<file path="config.mk">
export PLATFORM = sky130hd
export DESIGN_NAME = pipe_controller
export DESIGN_NICKNAME = d
export VERILOG_FILES = /design/src/rtl/pipe_controller.sv
export SDC_FILE = /design/constraint.sdc
export NUM_CORES = 1
export LEC_CHECK = 0
export BUFFER_PORTS_ARGS = -buffer_cell sky130_fd_sc_hd__buf_2
export CAP_MARGIN = 20
export CORE_MARGIN = 3
export CORE_UTILIZATION = 51
export CTS_BUF_LIST = sky130_fd_sc_hd__clkbuf_16
export CTS_CLUSTER_DIAMETER = 40
export DETAILED_ROUTE_END_ITERATION = 12
export PLACE_DENSITY = 0.83
export SETUP_SLACK_MARGIN = 0.5
export SYNTH_ARGS = -nofsm -noshare
export SYNTH_HDL_FRONTEND = slang
export SYNTH_SLANG_ARGS = --single-unit
</file>
<file path="constraint.sdc">
create_clock -name clk -period 5.68 [get_ports clk]
set_input_delay 0.284 -clock clk [delete_from_list [all_inputs] [get_ports clk]]
set_output_delay 0.284 -clock clk [all_outputs]
set_load 0.02 [all_outputs]
</file>
<file path="src/rtl/pipe_controller.sv">
`default_nettype none
// ============================================================================
// Module   : pipe_controller
// Purpose  : Pipeline sequencing and instruction-decode controller. Tracks the
//            run state (IDLE/STARTING/COMPUTING/DRAIN/ERROR), decodes the 5-bit
//            opcode/function field into registered datapath enables and
//            flow-control strobes, inserts stall and post-redirect bubbles,
//            and drains the pipeline after halt.
// Ports    : clk, rst (async, active-high)
//            start, halt, stall, opcodeFunc[4:0], Cin, Zin, pc[PC_W-1:0]
//            regWriteEn, memWriteEn, immAndmem, ldm, stm, cWriteEn, zWriteEn,
//            branch, jmp, push, pop, ret, aluOp[3:0], pcEn, flush (registered)
//            busy (combinational from state), err (sticky stack fault)
// Options  : CTRL_STACK_GUARD_EN -- when defined, a call-depth counter
//            traps call overflow / return underflow into the ERROR state.
// Revision : 1.0 - initial release
// ============================================================================
module pipe_controller #(
    parameter int PC_W        = 12,
    parameter int PIPE_DEPTH  = 3,
    parameter int STACK_DEPTH = 8
) (
    input  logic            clk,
    input  logic            rst,
    input  logic            start,
    input  logic            halt,
    input  logic            stall,
    input  logic [4:0]      opcodeFunc,
    input  logic            Cin,
    input  logic            Zin,
    input  logic [PC_W-1:0] pc,
    output logic            regWriteEn,
    output logic            memWriteEn,
    output logic            immAndmem,
    output logic            ldm,
    output logic            stm,
    output logic            cWriteEn,
    output logic            zWriteEn,
    output logic            branch,
    output logic            jmp,
    output logic            push,
    output logic            pop,
    output logic            ret,
    output logic [3:0]      aluOp,
    output logic            pcEn,
    output logic            flush,
    output logic            busy,
    output logic            err
);

    localparam logic [2:0] S_IDLE      = 3'd0;
    localparam logic [2:0] S_STARTING  = 3'd1;
    localparam logic [2:0] S_COMPUTING = 3'd2;
    localparam logic [2:0] S_DRAIN     = 3'd3;
    localparam logic [2:0] S_ERROR     = 3'd4;

    logic [2:0] r_state;
    logic [3:0] r_drain;

    // Combinational decode of the current opcode
    logic [3:0] w_alu;
    logic       w_rw, w_mw, w_im, w_ldm, w_stm, w_cw, w_zw;
    logic       w_br, w_jmp, w_push, w_pop, w_ret;
    logic       w_redirect;
    logic       w_slot;
    logic       w_fault;
    logic       w_unused_dbg;

    always_comb begin
        w_alu  = 4'b0000;
        w_rw   = 1'b0;
        w_mw   = 1'b0;
        w_im   = 1'b0;
        w_ldm  = 1'b0;
        w_stm  = 1'b0;
        w_cw   = 1'b0;
        w_zw   = 1'b0;
        w_br   = 1'b0;
        w_jmp  = 1'b0;
        w_push = 1'b0;
        w_pop  = 1'b0;
        w_ret  = 1'b0;
        if (!opcodeFunc[4]) begin
            // 00xxx register ALU ops, 01xxx the same with immediate operand
            w_alu = {1'b0, opcodeFunc[2:0]};
            w_rw  = 1'b1;
            w_cw  = 1'b1;
            w_zw  = 1'b1;
            w_im  = opcodeFunc[3];
        end else begin
            case (opcodeFunc[3:0])
                4'b1000, 4'b1001: begin
                    w_alu = {3'b100, opcodeFunc[0]};
                    w_rw  = 1'b1;
                    w_cw  = 1'b1;
                    w_zw  = 1'b1;
                end
                4'b1010, 4'b1011: begin
                    // logic-type ops leave carry untouched
                    w_alu = {3'b101, opcodeFunc[0]};
                    w_rw  = 1'b1;
                    w_zw  = 1'b1;
                end
                4'b0000: begin
                    w_rw  = 1'b1;
                    w_im  = 1'b1;
                    w_ldm = 1'b1;
                end
                4'b0001: begin
                    w_mw  = 1'b1;
                    w_im  = 1'b1;
                    w_stm = 1'b1;
                end
                4'b0100: w_br = Zin;
                4'b0101: w_br = ~Zin;
                4'b0110: w_br = Cin;
                4'b0111: w_br = ~Cin;
                4'b1100: w_jmp = 1'b1;
                4'b1101: begin
                    w_jmp  = 1'b1;
                    w_push = 1'b1;
                end
                4'b1110: begin
                    w_pop = 1'b1;
                    w_ret = 1'b1;
                end
                default: ;
            endcase
        end
    end

    assign w_redirect = w_br | w_jmp | w_ret;

    // An instruction may issue only in COMPUTING with no halt, no stall, and
    // not in the slot right after a redirect (flush still high from it).
    assign w_slot = (r_state == S_COMPUTING) && !halt && !stall && !flush;

`ifdef CTRL_STACK_GUARD_EN
    localparam int DW = $clog2(STACK_DEPTH + 1);

    logic [DW-1:0] r_depth;
    logic          r_err;

    assign w_fault = w_slot && ((w_push && (r_depth == DW'(STACK_DEPTH))) ||
                                (w_pop  && (r_depth == '0)));

    always_ff @(posedge clk or posedge rst) begin
        if (rst) begin
            r_depth <= '0;
            r_err   <= 1'b0;
        end else begin
            if (w_fault) begin
                r_err <= 1'b1;
            end else if (w_slot && w_push) begin
                r_depth <= r_depth + 1'b1;
            end else if (w_slot && w_pop) begin
                r_depth <= r_depth - 1'b1;
            end
        end
    end

    assign err          = r_err;
    assign w_unused_dbg = ^pc;
`else
    assign w_fault      = 1'b0;
    assign err          = 1'b0;
    assign w_unused_dbg = ^{pc, 1'(STACK_DEPTH)};
`endif

    always_ff @(posedge clk or posedge rst) begin
        if (rst) begin
            r_state    <= S_IDLE;
            r_drain    <= '0;
            aluOp      <= 4'b0000;
            regWriteEn <= 1'b0;
            memWriteEn <= 1'b0;
            immAndmem  <= 1'b0;
            ldm        <= 1'b0;
            stm        <= 1'b0;
            cWriteEn   <= 1'b0;
            zWriteEn   <= 1'b0;
            branch     <= 1'b0;
            jmp        <= 1'b0;
            push       <= 1'b0;
            pop        <= 1'b0;
            ret        <= 1'b0;
            pcEn       <= 1'b0;
            flush      <= 1'b0;
        end else begin
            // Controls are single-cycle: cleared unless this edge issues
            aluOp      <= 4'b0000;
            regWriteEn <= 1'b0;
            memWriteEn <= 1'b0;
            immAndmem  <= 1'b0;
            ldm        <= 1'b0;
            stm        <= 1'b0;
            cWriteEn   <= 1'b0;
            zWriteEn   <= 1'b0;
            branch     <= 1'b0;
            jmp        <= 1'b0;
            push       <= 1'b0;
            pop        <= 1'b0;
            ret        <= 1'b0;
            pcEn       <= 1'b0;
            flush      <= 1'b0;
            case (r_state)
                S_IDLE: begin
                    if (start) r_state <= S_STARTING;
                end
                S_STARTING: begin
                    if (!start) r_state <= S_COMPUTING;
                end
                S_COMPUTING: begin
                    if (halt) begin
                        r_state <= S_DRAIN;
                        r_drain <= 4'(PIPE_DEPTH - 1);
                    end else if (w_fault) begin
                        r_state <= S_ERROR;
                    end else if (w_slot) begin
                        aluOp      <= w_alu;
                        regWriteEn <= w_rw;
                        memWriteEn <= w_mw;
                        immAndmem  <= w_im;
                        ldm        <= w_ldm;
                        stm        <= w_stm;
                        cWriteEn   <= w_cw;
                        zWriteEn   <= w_zw;
                        branch     <= w_br;
                        jmp        <= w_jmp;
                        push       <= w_push;
                        pop        <= w_pop;
                        ret        <= w_ret;
                        pcEn       <= 1'b1;
                        flush      <= w_redirect;
                    end
                end
                S_DRAIN: begin
                    if (r_drain == 4'd0) r_state <= S_IDLE;
                    else                 r_drain <= r_drain - 4'd1;
                end
                S_ERROR: ;
                default: r_state <= S_IDLE;
            endcase
        end
    end

    assign busy = (r_state != S_IDLE);

endmodule
`default_nettype wire

</file>
==> flow_summary.rst, run 1 <==
.. list-table::
   :header-rows: 1

   * - Metric
     - Value
   * - Status
     - complete, no violations
   * - Post-synth ARST share
     - 100.0%
   * - Data arrival time at the worst-slack endpoint
     - 2.27 ns
   * - Final routed wirelength across all metal layers
     - 2018 um
   * - Initial core utilization
     - 55.50%
   * - Seq/Total Area, Yosys
     - around 50%
   * - Initial antenna violation count
     - 0
   * - Cells on worst reg2reg path
     - 7
   * - Routed length on met3
     - 103 um
   * - # clock sinks
     - 22
   * - Share of post-route cells with drive strength above 1
     - ~31%
   * - Endpoint of the worst-slack reg-to-reg timing path
     - push
   * - Root buffer cell
     - sky130_fd_sc_hd__clkbuf_16
   * - Maximum buffer depth of the clock tree
     - 2
   * - VDD IR max
     - 0.0002826 V
   * - Sw power
     - around 0.18 mW
   * - Buffers inserted during post-CTS setup optimization
     - 0
   * - Static Leak
     - 0.7188 nW
   * - Cell-internal power
     - 0.4057 mW
   * - Reg2reg start
     - r_state[0]
   * - Layout overhead on the synthesized area
     - 21.85%
   * - Worst Tran Pin Value
     - 0.7702 ns
   * - Count of endpoints failing setup in the final report
     - 0
   * - Average footprint of a synthesized cell
     - roughly 11 um2
   * - Final worst clock skew
     - 0.0009428 ns
   * - Max Slew Vio Count
     - 0
   * - Pin count of the biggest net entering global routing
     - 23
   * - Path class of the lowest-slack min-delay path
     - in2async
   * - Number of levels in the clock H-tree
     - 1
   * - Post-Syn Nets
     - 134
   * - Clock power frac
     - 32.4%
   * - CTS tree
     - built
   * - Type of origin of the critical path
     - flop
   * - Placer's final routability congestion estimate
     - 0.8227
   * - Via density per instance
     - between 5 and 6
   * - Share of total power consumed by net switching
     - ~31%
   * - Cell variety after synth
     - 38
   * - Clock latency on the worst-skew pair
     - 0.25 ns
   * - Type of the setup path with the least slack
     - reg2reg
   * - CTS Buf Count
     - 3
   * - Worst reg-to-reg setup slack
     - 3.60 ns
   * - Post-route setup TNS
     - 0 ns
   * - # port buffers
     - 30
   * - Final critical-path required period
     - 2.077 ns
   * - Most frequently used flop master after synthesis
     - sky130_fd_sc_hd__dfrtp_1
   * - First-pass DRT Iterations
     - 4
   * - Area enclosed by the die boundary
     - 2775 um2
   * - Met2 Wirelength
     - 1085 um
   * - Number of violations of the max-capacitance limit
     - 0
   * - Hold buffers post-CTS
     - 0
   * - Number of warnings issued by yosys
     - 0
   * - Post_cts resized
     - 0
   * - Type of element capturing the critical path
     - flop
   * - Post-detailed-route count of antenna-violating nets
     - 0
   * - Via count of the routed design
     - 849
   * - Global-route wire length before repair
     - 3422 um
   * - Post-route worst hold slack
     - 0.1667 ns
   * - Maximum achievable frequency
     - 0.4814 GHz
   * - Number of top-level pins
     - 44
   * - Number of enable-type register cells in the synthesized netlist
     - 0
   * - Crit path cell chain
     - inv_1, ha_1, or4b_1, inv_6, nand3_4, nor3b_2, and2_1
   * - Comb power frac
     - 32.5%
   * - Worst-path clk slew
     - ~0.060 ns
   * - Rows
     - 16
   * - DR DRC count
     - 0
   * - DRT iter0 DRCs
     - 13
   * - Final HPWL from detailed placement
     - 1533 um
   * - Rel. slew slack
     - about half
   * - Worst path slowest cell
     - sky130_fd_sc_hd__or4b_1
   * - Number of instances in the synthesized netlist
     - roughly 110
   * - Vias in the first global route
     - 795
   * - Max FO, Critical Path
     - 7
   * - Required time at the worst-slack endpoint
     - 5.87 ns
   * - Final period util
     - 36.57%
   * - Sequential cell fraction of total power
     - about a third
   * - Post-synthesis cell area
     - 1111 um2
   * - Number of register bits inferred by synthesis
     - 22
   * - Remaining Overflow, GRT
     - 0
   * - Number of failing hold endpoints at the final stage
     - 0
   * - Die width
     - 52.68 um
   * - Critical Path Source
     - r_state[0]
   * - P per Cell Area
     - 435.5 nW/um2
   * - Final-layout fill cell count
     - approximately 150
   * - Antenna cell count
     - 0
   * - Slowest stage delay, CP
     - 0.64 ns
   * - Core area
     - approximately 2000 um2
   * - Overall global routing resource usage
     - between 15 and 20%
   * - Post-Route M1 WL
     - 812 um
   * - Die height
     - 52.68 um
   * - Final Net Count
     - 162
   * - Setup repair after global routing missed its margin
     - false
   * - Avg WL per Cell
     - 12.69 um
   * - Max layer used
     - met4
==> worst max-delay path by stage <==
stage | slack [ns] | cells past startpoint | end
3_3_place_gp | 3.67 | 7 | push
5_1_grt | 3.44 | 7 | push
3_5_place_dp | 3.59 | 7 | push
4_1_cts | 3.58 | 7 | push
2_1_floorplan | 3.86 | 5 | r_state[1]
6_report | 3.60 | 7 | push
==> layout make-up <==
| cell class | instances | area (um2) | area share [%] |
|---|---|---|---|
| tap | 27 | 33.78 | 2.495 |
| clock buffer | 3 | 75.07 | 5.545 |
| sequential | 22 | 550.5 | 40.67 |
| timing repair buffer | 30 | 150.1 | 11.09 |
| multi-input combinational | 68 | 479.2 | 35.40 |
| inverter | 8 | 35.03 | 2.588 |
| clock inverter | 1 | 30.03 | 2.218 |
==> placed cells by master, fill, tap and decap left out, drive strengths merged, types with 2 or more instances in the layout <==
cell type	n
buf	30
dfrtp	22
a21oi	9
nor2	8
inv	8
ha	5
mux2i	4
nand2	4
and2	4
nor3b	4
nor3	3
clkbuf	3
or3b	2
o211ai	2
nand2b	2
xor2	2
o21ai	2
nand3	2
==> state kept, by name, summed over array words and instances (netlist names) <==
name,flops
branch,1
ldm,1
r_state,2
flush,1
jmp,1
pcEn,1
push,1
r_drain,4
zWriteEn,1
ret,1
cWriteEn,1
aluOp,4
stm,1
regWriteEn,1
immAndmem,1
==> per-layer routing <==
layer,up-vias,global-route usage [%]
li1,408,-
met3,2,3.419
met4,0,8.085
met5,-,0
met2,24,28.93
met1,415,19.82
==> cell usage after synthesis (all sizes together), types with 3 or more instances <==
cell / count / area [um2]
and2: 4 / 25.02
nor2: 8 / 30.03
a21oi: 9 / 45.04
nor3: 3 / 15.01
dfrtp: 22 / 550.5
buf: 5 / 38.78
inv: 8 / 35.04
nand2: 4 / 15.01
ha: 5 / 62.56
mux2i: 4 / 40.04
nor3b: 4 / 35.03
==> critical path, delay by kind of cell, from the launching register on <==
family	cells	cell delay (ns)
buffers and inverters	2	0.23
AND/OR/NAND/NOR	4	1.11
adder cells (fa/ha/maj)	1	0.29
flip-flops	1	0.40
==> cell families after synthesis <==
kind of cell,Yosys count,synth area share (%)
flip-flops,22,49.55
AND/OR/NAND/NOR,35,19.82
buffers and inverters,15,7.320
other,1,0.3375
adder cells (fa/ha/maj),5,5.631
AO/OA/AOI/OAI,20,11.15
multiplexers,5,4.617
XOR/XNOR,2,1.577
==> metrics by stage <==
step / power, mW / cell area [um2] / utilization (%) / std cells / setup slack, ns
2_1_floorplan: 0.3544 / 1111 / - / 105 / 3.857
3_3_place_gp: 0.3860 / 1249 / 62.38 / 155 / 3.666
3_5_place_dp: 0.3974 / 1249 / 62.38 / 155 / 3.590
4_1_cts: 0.5921 / 1354 / 67.63 / 159 / 3.582
5_1_grt: 0.6314 / 1354 / 67.63 / 159 / 3.435
6_report: 0.5895 / 1354 / 67.63 / 159 / 3.603
==> power groups by stage <==
stage,clock (mW),combinational [mW],sequential (mW)
6_report,0.191,0.191,0.207
5_1_grt,0.204,0.217,0.211
4_1_cts,0.194,0.192,0.206
3_5_place_dp,0,0.190,0.207
3_3_place_gp,0,0.180,0.206
2_1_floorplan,0,0.144,0.210
Note: power is estimated with default switching activity, not from simulation.
==> run 2: changes to the inputs <==
Settings changed: ABC_AREA set to 1, CORE_UTILIZATION 51 to 47, PLACE_DENSITY 0.83 to 0.78.
Clock period 5.68 ns to 2.12 ns, I/O delays scaled along.
==> flow_summary.rst, run 2 <==
.. list-table::
   :header-rows: 1

   * - Metric
     - Value
   * - Post-route setup TNS
     - 0 ns (unchanged)
   * - Final critical-path required period
     - 1.388 ns (-0.6894 ns)
   * - Count of endpoints failing setup in the final report
     - 0 (unchanged)
   * - Path class of the lowest-slack min-delay path
     - in2async
   * - Post-synth ARST share
     - 100.0% (unchanged)
   * - Type of element capturing the critical path
     - flop
   * - Rel. slew slack
     - 46.39% (-2.2 points)
   * - Number of warnings issued by yosys
     - 0 (unchanged)
   * - Most frequent cells in the layout
     - 30 x sky130_fd_sc_hd__buf_2, 28 x sky130_fd_sc_hd__nand2_1, 23 x sky130_fd_sc_hd__inv_1
   * - Final-layout fill cell count
     - 181 (+18%)
   * - First-pass DRT Iterations
     - 4 (unchanged)
   * - Most common cell after layout, fill and taps aside
     - sky130_fd_sc_hd__buf_2
   * - Number of instances in the synthesized netlist
     - 125 (+19%)
   * - Placer's final routability congestion estimate
     - 0.8866 (+7.8%)
   * - CTS Buf Count
     - 3 (unchanged)
   * - Max layer used
     - met4
   * - Status
     - complete, no violations
   * - Overall global routing resource usage
     - 17.65% (+0.80 points)
   * - Cell type with the highest aggregate area in the netlist
     - sky130_fd_sc_hd__dfrtp_1
   * - Post-Route M1 WL
     - 973 um (+20%)
   * - Die height
     - 53.99 um (+2.5%)
   * - Worst Tran Pin Value
     - 0.8033 ns (+0.03308 ns)
   * - Required time at the worst-slack endpoint
     - 2.26 ns (-3.61 ns)
   * - Most frequently used flop master after synthesis
     - sky130_fd_sc_hd__dfrtp_1
   * - Die width
     - 53.99 um (+2.5%)
   * - Root buffer cell
     - sky130_fd_sc_hd__clkbuf_16
   * - VDD IR max
     - 0.0006156 V (+120%)
   * - Number of failing hold endpoints at the final stage
     - 0 (unchanged)
   * - Number of violations of the max-capacitance limit
     - 0 (unchanged)
   * - Average footprint of a synthesized cell
     - 8.658 um2 (-18%)
   * - Final routed wirelength across all metal layers
     - 2160 um (+7.0%)
   * - CTS tree
     - built
   * - Post-synthesis cell area
     - 1082 um2 (-2.6%)
   * - Via density per instance
     - 4.831 (-9.5%)
   * - Post-Syn Nets
     - 154 (+15%)
   * - Area enclosed by the die boundary
     - 2914 um2 (+5.0%)
   * - Worst-path clk slew
     - 0.05 ns (about the same)
   * - Number of top-level pins
     - 44 (unchanged)
   * - Crit path cell chain
     - inv_1, ha_1, inv_2, nor2_4, nand3_4, nor3_1
   * - Final period util
     - 65.47% (+29 points)
   * - Final Net Count
     - 186 (+15%)
   * - Utilization of the core after routing
     - 64.14% (-3.5 points)
   * - Clock latency on the worst-skew pair
     - 0.25 ns (about the same)
   * - Static Leak
     - 0.7777 nW (+8.2%)
   * - Core area
     - 2062 um2 (+3.0%)
   * - Routed length on met3
     - 115 um (+12%)
   * - Number of levels in the clock H-tree
     - 1 (unchanged)
   * - Avg WL per Cell
     - 11.80 um (-7.0%)
   * - Via count of the routed design
     - 884 (+4.1%)
   * - Initial core utilization
     - 52.49% (-3.0 points)
   * - Total cell area at the placement stage
     - 1244 um2 (-0.40%)
   * - Top cells by count, synth
     - 28 x sky130_fd_sc_hd__nand2_1, 23 x sky130_fd_sc_hd__inv_1, 22 x sky130_fd_sc_hd__dfrtp_1
   * - Rows
     - 16 (unchanged)
   * - Final worst clock skew
     - 0.0009499 ns (+0.000007134 ns)
   * - DRT iter0 DRCs
     - 11 (-2)
   * - Hold buffers post-CTS
     - 0 (unchanged)
   * - Remaining Overflow, GRT
     - 0 (unchanged)
   * - Reg2reg start
     - r_state[0]
   * - Endpoint of the worst-slack reg-to-reg timing path
     - stm
   * - Global-route wire length before repair
     - 3684 um (+7.7%)
   * - Initial antenna violation count
     - 0 (unchanged)
   * - Max FO, Critical Path
     - 9 (+2)
   * - Slowest stage delay, CP
     - 0.41 ns (-0.23 ns)
   * - Final HPWL from detailed placement
     - 1635 um (+6.6%)
   * - Cell area after layout
     - 1323 um2 (-2.3%)
   * - Cell variety after synth
     - 19 (-50%)
   * - Non-filler instance count after layout
     - 183 (+15%)
   * - # clock sinks
     - 22 (unchanged)
   * - DR DRC count
     - 0 (unchanged)
   * - Setup repair after global routing missed its margin
     - false
   * - Number of enable-type register cells in the synthesized netlist
     - 0 (unchanged)
   * - Share of Yosys cell area claimed by the top area cell type
     - 50.87% (+1.3 points)
   * - Maximum achievable frequency
     - 0.7205 GHz (+50%)
   * - Max Slew Vio Count
     - 0 (unchanged)
   * - Maximum buffer depth of the clock tree
     - 2 (unchanged)
   * - CP Buf/Inv Count
     - 2 (unchanged)
   * - Vias in the first global route
     - 854 (+7.4%)
   * - Type of origin of the critical path
     - flop
   * - Buffers inserted during post-CTS setup optimization
     - 0 (unchanged)
   * - Most frequently used cell type in the post-synthesis netlist
     - sky130_fd_sc_hd__nand2_1
   * - Share of post-route cells with drive strength above 1
     - 25.00% (-6.1 points)
   * - Seq/Total Area, Yosys
     - 50.87% (+1.3 points)
   * - P per Cell Area
     - 1078 nW/um2 (+150%)
   * - Top flop regs
     - aluOp: 4 flops, r_drain: 4 flops, r_state: 2 flops
   * - Crit path max-delay family
     - simple AND/OR/NAND/NOR gates
   * - Data arrival time at the worst-slack endpoint
     - 1.53 ns (-0.74 ns)
   * - Type of the setup path with the least slack
     - reg2reg
   * - Post-detailed-route count of antenna-violating nets
     - 0 (unchanged)
   * - Placed Cells incl. Taps
     - 179 (+15%)
   * - Post_cts resized
     - 0 (unchanged)
   * - Worst reg-to-reg setup slack
     - 0.73 ns (-2.87 ns)
   * - Cells on worst reg2reg path
     - 6 (-1)
   * - Most area-consuming cells after synthesis
     - sky130_fd_sc_hd__dfrtp_1 51%, sky130_fd_sc_hd__nand2_1 9.7%, sky130_fd_sc_hd__inv_1 8.0%, sky130_fd_sc_hd__ha_1 5.8%, sky130_fd_sc_hd__nand3_1 3.7%
   * - Worst setup margin
     - 0.7321 ns (-2.871 ns)
   * - Number of register bits inferred by synthesis
     - 22 (unchanged)
   * - Pin count of the biggest net entering global routing
     - 23 (unchanged)
   * - Layout overhead on the synthesized area
     - 22.20%
   * - Worst path slowest cell
     - sky130_fd_sc_hd__dfrtp_1
   * - Critical Path Source
     - r_state[0]
   * - Pre-CTS setup slack
     - 0.7785 ns (-2.812 ns)
   * - Met2 Wirelength
     - 1055 um (-2.8%)
   * - Antenna cell count
     - 0 (unchanged)
   * - # port buffers
     - 30 (unchanged)
run 2: cells by family after synthesis:
logic type	share of synthesized area, %
flip-flops	50.87
AO/OA/AOI/OAI	6.010
adder cells (fa/ha/maj)	5.780
AND/OR/NAND/NOR	26.59
buffers and inverters	10.40
other	0.3465
run 2: through the flow:
stage	hold WS [ns]	power [mW]
floorplan	0.09523	0.9257
global placement	0.2890	1.017
detailed placement	0.3036	1.049
CTS	0.03594	1.437
global route	0.07446	1.545
finish	0.005828	1.426
run 2: area by class of cell:
| cell class | instances | area, um2 | share of cell area, % |
|---|---|---|---|
| Timing Repair Buffer | 30 | 150.1 | 11.35 |
| Multi-Input combinational cell | 76 | 419.2 | 31.69 |
| Inverter | 24 | 90.09 | 6.812 |
| Tap cell | 27 | 33.78 | 2.554 |
| Clock buffer | 3 | 75.07 | 5.676 |
| Sequential cell | 22 | 550.5 | 41.63 |
| Clock inverter | 1 | 3.754 | 0.2838 |
run 2: layer usage:
layer / GRT usage (%) / vias to the layer above
met3: 4.432 / 2
met4: 4.979 / 0
met1: 21.89 / 413
li1: - / 447
met5: 0 / -
met2: 30.24 / 22
run 2: worst max-delay path by stage:
stage                      end  slack (ns)  cells past startpoint
global placement         flush        0.82                      8
global route               stm        0.59                      6
CTS                        stm        0.70                      6
finish                     stm        0.73                      6
floorplan           r_state[0]        0.82                      8
detailed placement         stm        0.78                      6
run 2: report_power, final:
part           leakage, nW  switching [mW]  internal, mW
combinational        0.440           0.330         0.182
sequential           0.299          0.0465         0.482
clock               0.0385           0.134         0.251
total                0.778           0.511         0.914
==> run 3: changes to the inputs <==
Settings changed: CORE_UTILIZATION 47 to 42, PLACE_DENSITY 0.78 to 0.74.
Clock period 2.12 ns to 1.1 ns, I/O delays scaled along.
==> flow_summary.rst, run 3 (synthesized netlist as in run 2, its figures left out) <==
.. list-table::
   :header-rows: 1

   * - Metric
     - Value
   * - Status
     - finished with violations
   * - Violated checks
     - negative hold slack, negative setup slack
   * - Global-route wire length before repair
     - 4167 um (+13%)
   * - Final period util
     - 119.3% (+54 points)
   * - CTS tree
     - built
   * - Type of origin of the critical path
     - flop
   * - Type of element capturing the critical path
     - flop
   * - Number of failing hold endpoints at the final stage
     - 22 (+22)
   * - Cell area after layout
     - 1672 um2 (+26%)
   * - Post-route worst hold slack
     - -0.1750 ns (-0.1808 ns)
   * - Count of endpoints failing setup in the final report
     - 23 (+23)
   * - Area of all sequential standard cells
     - 554.3 um2 (+0.68%)
   * - Final-layout fill cell count
     - 155 (-14%)
   * - Worst setup margin
     - -0.2120 ns (-0.9441 ns)
   * - CTS Buf Count
     - 3 (unchanged)
   * - Number of levels in the clock H-tree
     - 1 (unchanged)
   * - Maximum buffer depth of the clock tree
     - 2 (unchanged)
   * - Maximum achievable frequency
     - 0.7622 GHz (+5.8%)
   * - First-pass DRT Iterations
     - 4 (unchanged)
   * - Worst path slowest cell
     - sky130_fd_sc_hd__dfrtp_1
   * - # clock sinks
     - 22 (unchanged)
   * - Top flop regs
     - aluOp: 4 flops, r_drain: 4 flops, r_state: 2 flops
   * - Most common cell on crit path
     - sky130_fd_sc_hd__nand2_1
   * - Sw power
     - 1.255 mW (+150%)
   * - Multi-input gate area
     - 511.7 um2 (+22%)
   * - Area enclosed by the die boundary
     - 3222 um2 (+11%)
   * - Worst-path clk slew
     - 0.06 ns (about the same)
   * - Die width
     - 56.76 um (+5.1%)
   * - Pin count of the biggest net entering global routing
     - 23 (unchanged)
   * - Share of post-route cells with drive strength above 1
     - 46.15% (+21 points)
   * - Required time at the worst-slack endpoint
     - 1.24 ns (-1.02 ns)
   * - Vias in the first global route
     - 947 (+11%)
   * - Avg WL per Cell
     - 13.12 um (+11%)
   * - CP Buf/Inv Count
     - 3 (+1)
   * - Cell-internal power
     - 2.399 mW (+160%)
   * - # port buffers
     - 30 (unchanged)
   * - Max FO, Critical Path
     - 3 (-6)
   * - Number of top-level pins
     - 44 (unchanged)
   * - Rows
     - 17 (+1)
   * - Initial antenna violation count
     - 0 (unchanged)
   * - Via density per instance
     - 4.954 (+2.6%)
   * - Slowest stage delay, CP
     - 0.38 ns (-0.03 ns)
   * - Final critical-path required period
     - 1.312 ns (-0.07590 ns)
   * - Placed Cells incl. Taps
     - 185 (+3.4%)
   * - Core area
     - 2318 um2 (+12%)
   * - Comb power frac
     - 44.2% (+8.3 points)
   * - DR DRC count
     - 0 (unchanged)
   * - Layout overhead on the synthesized area
     - 54.45%
   * - Non-filler instance count after layout
     - 197 (+7.7%)
   * - Overall global routing resource usage
     - 16.12% (-1.5 points)
   * - Crit. path cell count
     - 9 (+3)
   * - Antenna cell count
     - 0 (unchanged)
   * - Crit path max-delay family
     - flip-flops
   * - Setup repair after global routing missed its margin
     - true
   * - Post-layout power
     - 3.654 mW (+160%)
   * - Number of violations of the max-capacitance limit
     - 0 (unchanged)
   * - Final HPWL from detailed placement
     - 1721 um (+5.2%)
   * - Static Leak
     - 0.8649 nW (+11%)
   * - Most common cell after layout, fill and taps aside
     - sky130_fd_sc_hd__nand2_1
   * - VDD IR max
     - 0.001360 V (+120%)
   * - Remaining Overflow, GRT
     - 0 (unchanged)
   * - Sequential cell fraction of total power
     - 28.3% (-8.8 points)
   * - Final worst clock skew
     - 0.002180 ns (+0.001230 ns)
   * - Share of total power consumed by net switching
     - 34.34% (-1.5 points)
   * - Clock latency on the worst-skew pair
     - 0.25 ns (about the same)
   * - Cells on worst reg2reg path
     - 9 (+3)
   * - Post-detailed-route count of antenna-violating nets
     - 0 (unchanged)
   * - Initial core utilization
     - 46.68% (-5.8 points)
   * - P per Cell Area
     - 2186 nW/um2 (+100%)
   * - Via count of the routed design
     - 976 (+10%)
   * - Final Net Count
     - 199 (+7.0%)
   * - DRT iter0 DRCs
     - 16 (+5)
   * - Total cell area at the placement stage
     - 1300 um2 (+4.5%)
   * - Most frequent cells in the layout
     - 24 x sky130_fd_sc_hd__nand2_1, 22 x sky130_fd_sc_hd__buf_6, 19 x sky130_fd_sc_hd__inv_1, 19 x sky130_fd_sc_hd__dfrtp_1, 11 x sky130_fd_sc_hd__buf_2
   * - Type of the setup path with the least slack
     - reg2reg
   * - Crit path cell chain
     - inv_2, buf_4, ha_4, inv_4, o21ai_2, nor2_2, nand2_1, nand2_1, nand2_1
   * - Data arrival time at the worst-slack endpoint
     - 1.46 ns (-0.07 ns)
   * - Clock power frac
     - 27.5% (+0.5 points)
   * - Die height
     - 56.76 um (+5.1%)
   * - Final routed wirelength across all metal layers
     - 2584 um (+20%)
   * - Max Slew Vio Count
     - 0 (unchanged)
   * - Path class of the lowest-slack min-delay path
     - in2async
   * - Root buffer cell
     - sky130_fd_sc_hd__clkbuf_16
   * - Placer's final routability congestion estimate
     - 0.8836 (-0.34%)
[run 3: cell types whose count changed in the layout (fill, tap and decap cells not counted), moves of 4 or more]
cell / before / now
sky130_fd_sc_hd__buf_2: 30 / 11
sky130_fd_sc_hd__buf_6: 0 / 22
sky130_fd_sc_hd__ha_1: 5 / 1
sky130_fd_sc_hd__nor2_2: 1 / 5
sky130_fd_sc_hd__o21ai_0: 6 / 2
sky130_fd_sc_hd__nand2_1: 28 / 24
sky130_fd_sc_hd__inv_1: 23 / 19
sky130_fd_sc_hd__nor2_1: 8 / 4
sky130_fd_sc_hd__buf_4: 0 / 9
[run 3: worst paths after layout]
check                              start          to  slack (ns)
min in group clk           opcodeFunc[0]         ret        0.01
max in group asynchronous            rst         stm        1.02
hold / removal                       rst  r_drain[1]       -0.17
setup reg to reg              r_state[0]  r_state[0]       -0.21
setup / recovery              r_state[0]  r_state[0]       -0.21
hold reg to reg               r_drain[0]  r_drain[0]        0.52
[run 3: cell type report]
| cell class | instances | share of cell area [%] |
|---|---|---|
| multi-input combinational | 77 | 30.61 |
| clock inverter | 1 | 1.796 |
| sequential | 22 | 33.16 |
| tap | 28 | 2.096 |
| timing repair buffer | 42 | 22.16 |
| clock buffer | 3 | 4.491 |
| inverter | 24 | 5.689 |
[run 3: what timing repair did]
action | CTS | global route
endpoints found under the hold margin | 22 | 22
cloned | 1 | 0
setup buffers | 2 | 5
gates resized for setup | 46 | 16
pin swaps | 5 | 11
endpoints found under the setup margin | 41 | 41
[run 3: power groups by stage]
stage | logic, mW | clock network [mW] | registers, mW
floorplan | 0.787 | 0 | 1.05
global placement | 1.09 | 0 | 1.03
detailed placement | 1.13 | 0 | 1.03
CTS | 1.39 | 1.02 | 1.04
global route | 1.77 | 1.05 | 1.05
finish | 1.62 | 1.00 | 1.03
[run 3: layer usage]
metal,wire (um),GRT usage (%)
met5,0,0
met4,44,4.636
met3,95,3.678
met2,1384,28.05
met1,1059,19.83
[run 3: through the flow]
step | hold slack (ns) | TNS [ns] | util [%] | setup WS, ns
after floorplan | 0.04409 | -0.7469 | - | -0.08873
after global placement | 0.09812 | -2.183 | 56.07 | -0.1443
after detailed placement | 0.1077 | -2.914 | 56.07 | -0.2056
after CTS | -0.1638 | -3.472 | 68.43 | -0.2059
after global routing | -0.1278 | -4.882 | 72.10 | -0.2844
final | -0.1750 | -3.222 | 72.10 | -0.2120
[run 3: worst register-to-register path, delay by kind of cell, from the launching register on]
| family | cells | cell delay, ns |
|---|---|---|
| AO/OA/AOI/OAI | 1 | 0.06 |
| adder cells (fa/ha/maj) | 1 | 0.15 |
| buffers and inverters | 3 | 0.26 |
| flip-flops | 1 | 0.38 |
| AND/OR/NAND/NOR | 4 | 0.36 |
